$ cat src/rtl/vending_machine_pkg.sv
// Shared definitions for the single-product vending controller.
//   - state_e    : stored credit (0, 5 or 10 units); encodings equal the credit value
//   - COIN_*     : coin-acceptor input codes
//   - CHG_*      : change/refund output codes
//   - PRICE      : product price, used by the embedded checks
//   - credit_of / coin_value : helpers that turn codes into unit values
package vending_machine_pkg;

  typedef enum logic [3:0] {
    S0  = 4'd0,
    S5  = 4'd5,
    S10 = 4'd10
  } state_e;

  localparam logic [1:0] COIN_NONE   = 2'b00;
  localparam logic [1:0] COIN_5      = 2'b01;
  localparam logic [1:0] COIN_10     = 2'b10;
  localparam logic [1:0] COIN_CANCEL = 2'b11;

  localparam logic [1:0] CHG_NONE = 2'b00;
  localparam logic [1:0] CHG_5    = 2'b01;
  localparam logic [1:0] CHG_10   = 2'b10;

  localparam int unsigned PRICE = 15;

  function automatic int unsigned credit_of(input state_e s);
    case (s)
      S5:      credit_of = 5;
      S10:     credit_of = 10;
      default: credit_of = 0;
    endcase
  endfunction

  function automatic int unsigned coin_value(input logic [1:0] c);
    case (c)
      COIN_5:  coin_value = 5;
      COIN_10: coin_value = 10;
      default: coin_value = 0;
    endcase
  endfunction

endpackage

$ cat src/rtl/vending_machine.sv
// Coin-operated vending controller, price 15, accepts 5- and 10-unit coins.
//
// Ports:
//   clk    - system clock, all state changes on the rising edge
//   rst    - asynchronous active-low reset (clears credit and outputs)
//   in     - coin code: 00 none, 01 five, 10 ten, 11 cancel/ignored
//   out    - registered one-cycle dispense pulse
//   change - registered change code: 00 none, 01 return 5, 10 return 10
//
// Build option:
//   VENDING_CANCEL_EN - when defined, in=11 refunds the stored credit and
//                       returns to S0; otherwise in=11 behaves like no coin.
module vending_machine
  import vending_machine_pkg::*;
(
  input  logic       clk,
  input  logic       rst,
  input  logic [1:0] in,
  output logic       out,
  output logic [1:0] change
);

  state_e     state_q, state_d;
  logic       out_d;
  logic [1:0] change_d;

  // Any code that does not match a coin (including X/Z) falls through the
  // default arms and holds credit with quiet outputs.
  always_comb begin
    state_d  = state_q;
    out_d    = 1'b0;
    change_d = CHG_NONE;
    case (state_q)
      S0: begin
        case (in)
          COIN_5:  state_d = S5;
          COIN_10: state_d = S10;
          default: ;
        endcase
      end
      S5: begin
        case (in)
          COIN_5:  state_d = S10;
          COIN_10: begin
            state_d = S0;
            out_d   = 1'b1;
          end
`ifdef VENDING_CANCEL_EN
          COIN_CANCEL: begin
            state_d  = S0;
            change_d = CHG_5;
          end
`endif
          default: ;
        endcase
      end
      S10: begin
        case (in)
          COIN_5: begin
            state_d = S0;
            out_d   = 1'b1;
          end
          COIN_10: begin
            // 20 units: vend and hand back the surplus in the same cycle.
            state_d  = S0;
            out_d    = 1'b1;
            change_d = CHG_5;
          end
`ifdef VENDING_CANCEL_EN
          COIN_CANCEL: begin
            state_d  = S0;
            change_d = CHG_10;
          end
`endif
          default: ;
        endcase
      end
      default: begin
        // Corrupted encoding: drop to empty credit, no actuation.
        state_d = S0;
      end
    endcase
  end

  always_ff @(posedge clk or negedge rst) begin
    if (!rst) begin
      state_q <= S0;
      out     <= 1'b0;
      change  <= CHG_NONE;
    end else begin
      state_q <= state_d;
      out     <= out_d;
      change  <= change_d;
    end
  end

  // A vend must be backed by real credit plus the coin just inserted; since a
  // vend always leaves S0 behind, this also rules out spurious back-to-back
  // pulses.
  a_vend_funded: assert property (@(posedge clk) disable iff (!rst)
    out_d |-> (credit_of(state_q) + coin_value(in) >= PRICE));

  a_change_legal: assert property (@(posedge clk) disable iff (!rst)
    change != 2'b11);

endmodule

$ cat config.mk
export PLATFORM = sky130hd
export DESIGN_NAME = vending_machine
export DESIGN_NICKNAME = d
export VERILOG_FILES = /design/src/rtl/vending_machine_pkg.sv /design/src/rtl/vending_machine.sv
export SDC_FILE = /design/constraint.sdc
export NUM_CORES = 1
export LEC_CHECK = 0
export CAP_MARGIN = 5
export CORE_AREA = 2 2 39 41
export CTS_CLUSTER_SIZE = 30
export DETAILED_ROUTE_END_ITERATION = 7
export DIE_AREA = 0 0 41 43
export GPL_TIMING_DRIVEN = 1
export PLACE_DENSITY = 0.51
export SLEW_MARGIN = 20
export SYNTH_ARGS = -nofsm -noshare
export SYNTH_HDL_FRONTEND = slang
export SYNTH_SLANG_ARGS = --single-unit
export TNS_END_PERCENT = 10
$ cat constraint.sdc
create_clock -name clk -period 1 [get_ports clk]
set_input_delay 0.25 -clock clk [delete_from_list [all_inputs] [get_ports clk]]
set_output_delay 0.25 -clock clk [all_outputs]
set_load 0.005 [all_outputs]
==> run metrics <==
status finished, violations left; failing checks negative setup slack; largest net degree at the start of global routing 5; initial antenna violation count 0; maximum VDD drop about 0.00058 V; max-cap violations 0; Mean Syn Cell Area 9.56 um^2; critical path class reg -> reg; WP data arrival around 1300 ps; Slew Limit Fails 0; Diodes inserted 0; clock slew at reported path FFs around 30 ps; I/O Buffers 5; Static Leak about 0.18 nW; number of hold buffers added after CTS 0; synthesized cell area between 200 and 300 um^2; hpwl dp between 300 and 400 um; Min-Delay Path Class in -> async; # clock sinks 4; Final Setup Violations 3; PwrDens between 2000 and 2500 nW/um^2; unrepaired setup endpoints after global routing true; htree depth 1; setup tns final -230 ps; I/O pin count 7; Fmax achieved between 0.8 and 0.9 GHz; Setup Fix Bufs, Post-CTS 0; Die Width 41 um; Post-Synthesis Cells 28; 1st-iter DRT viols 0; fin worst setup slack -123 ps; Syn Nets 37; Die ar. ~1800 um^2; Rows 14; Routed WL roughly 450 um; final hold vios 0; fin area 413 um^2; CP Launch Type register; Synth warnings 0; Worst Path Required about 1200 ps; Overall Power a little under 1 mW; placed insts 51; CTS tree done; uppermost layer routed met4; drt via density about 4; root buffer cell clkbuf_4; first-pass GRT wire length between 800 and 900 um; synth unique cells 14; post-synthesis register bit count 4; element type at the critical path end register; min Tclk post-route 1120 ps; Non-Filler Instances 54; WL met1 ~180 um; drt first pass iters 1; via count 216; Clk Latency, worst-skew pair approximately 230 ps; GRT Resource Usage Total 0.0824; worst-path fanout max 4; GP Congestion approximately 0.77; Core Region 1380 um^2; antenna viol nets, final 0; layout cells sized above 1 0.474; largest area contributor in the netlist dfrtp_1; share of the synthesized area in the top cell type 0.374; number of buffers created by CTS 3; Initial Utilization 0.193; routed length per instance 8.41 um; placed cell area around 360 um^2; number of global-route vias before repair ~220; Layout area overhead 54.2%; final worst path period share 1.12; Synth area leaders dfrtp_1 37%, ha_1 23%, inv_1 7.0%, nand2b_1 7.0%, a21oi_1 3.7%; DR DRC count 0; routed wl met3 37 um; metal2 WL ~200 um; total gr overflow 0; Worst Clk Skew 0.167 ps; # nets final a little under 50; die height 43 um; sequential share of the synthesized area 0.374; CTS Buffer Depth 2
-- cell families after synthesis --
family,Yosys count,synth area share
adder cells (fa/ha/maj),5,0.234
other,1,0.0140
AO/OA/AOI/OAI,7,0.168
flip-flops,4,0.374
AND/OR/NAND/NOR,5,0.112
buffers and inverters,6,0.0981
-- registers in the layout, indices dropped and copies added, names as in the netlist --
signal and flops:
state_q 2, out 1, change 1
-- worst max-delay path, stage by stage (launching register included) --
cell and delay (ps):
dfrtp_1 400, inv_2 80, ha_4 170, o21ai_4 150
o21ai_1 80, a32oi_1 150
-- power breakdown --
group / switching, mW / internal (mW)
combinational: 0.225 / 0.261
sequential: 0.0659 / 0.231
clock: 0.0601 / 0.134
total: 0.351 / 0.625
-- per-stage QoR --
step / utilization / hold WS [ps] / worst slack [ps]
6_report: 0.298 / 219 / -123
3_5_place_dp: 0.259 / 466 / -495
5_1_grt: 0.298 / 231 / -204
3_3_place_gp: 0.259 / 473 / -495
4_1_cts: 0.305 / 218 / -127
2_1_floorplan: - / -45.6 / -32.4
-- cells in the final DEF (no fill, tap or decap), types with 2 or more instances in the layout --
cell type      count
inv_2              3
nand2b_1           3
ha_4               3
dfrtp_1            3
clkbuf_4           3
buf_4              3
inv_1              2
o21ai_1            2
a21oi_1            2
dlygate4sd2_1      2
clkbuf_2           2
-- what timing repair did --
action	CTS	global route
pin swaps	5	0
hold endpoints to repair	0	0
setup endpoints to repair	6	6
resized for setup	15	3
-- cell usage after synthesis --
master    n
dfrtp_1   4
a21boi_1  1
o21ai_1   1
nand2b_1  3
a21oi_1   2
nand2_1   1
and2_2    1
o21ai_0   1
a32oi_1   1
conb_1    1
inv_1     5
ha_1      5
buf_4     1
o21ai_2   1
-- path summary, 6_finish.rpt --
check / endpoint / depth (start not counted) / startpoint / slack (ps)
max in group asynchronous: state_q[2]$_DFFE_PN0P_ / 1 / rst / 600
hold / removal: state_q[1]$_DFFE_PN0P_ / 1 / rst / 220
hold reg to reg: state_q[1]$_DFFE_PN0P_ / 2 / state_q[1]$_DFFE_PN0P_ / 620
setup reg to reg: state_q[1]$_DFFE_PN0P_ / 5 / state_q[1]$_DFFE_PN0P_ / -120
min in group clk: state_q[1]$_DFFE_PN0P_ / 2 / state_q[1]$_DFFE_PN0P_ / 620
setup / recovery: state_q[1]$_DFFE_PN0P_ / 5 / state_q[1]$_DFFE_PN0P_ / -120
-- layout make-up --
type                       count  area [um^2]
clock buffer                   3         22.5
inverter                       5         18.8
tap                           16         20.0
multi-input combinational     18          190
timing repair buffer           8         60.1
sequential                     4          101
fill                         158          971
-- layer usage --
metal | global-route usage | up-vias
li1 | - | 109
met2 | 0.0906 | 10
met1 | 0.0903 | 93
met5 | 0 | -
met3 | 0.0209 | 4
met4 | 0.140 | 0
(Power assumes the default switching activity.)
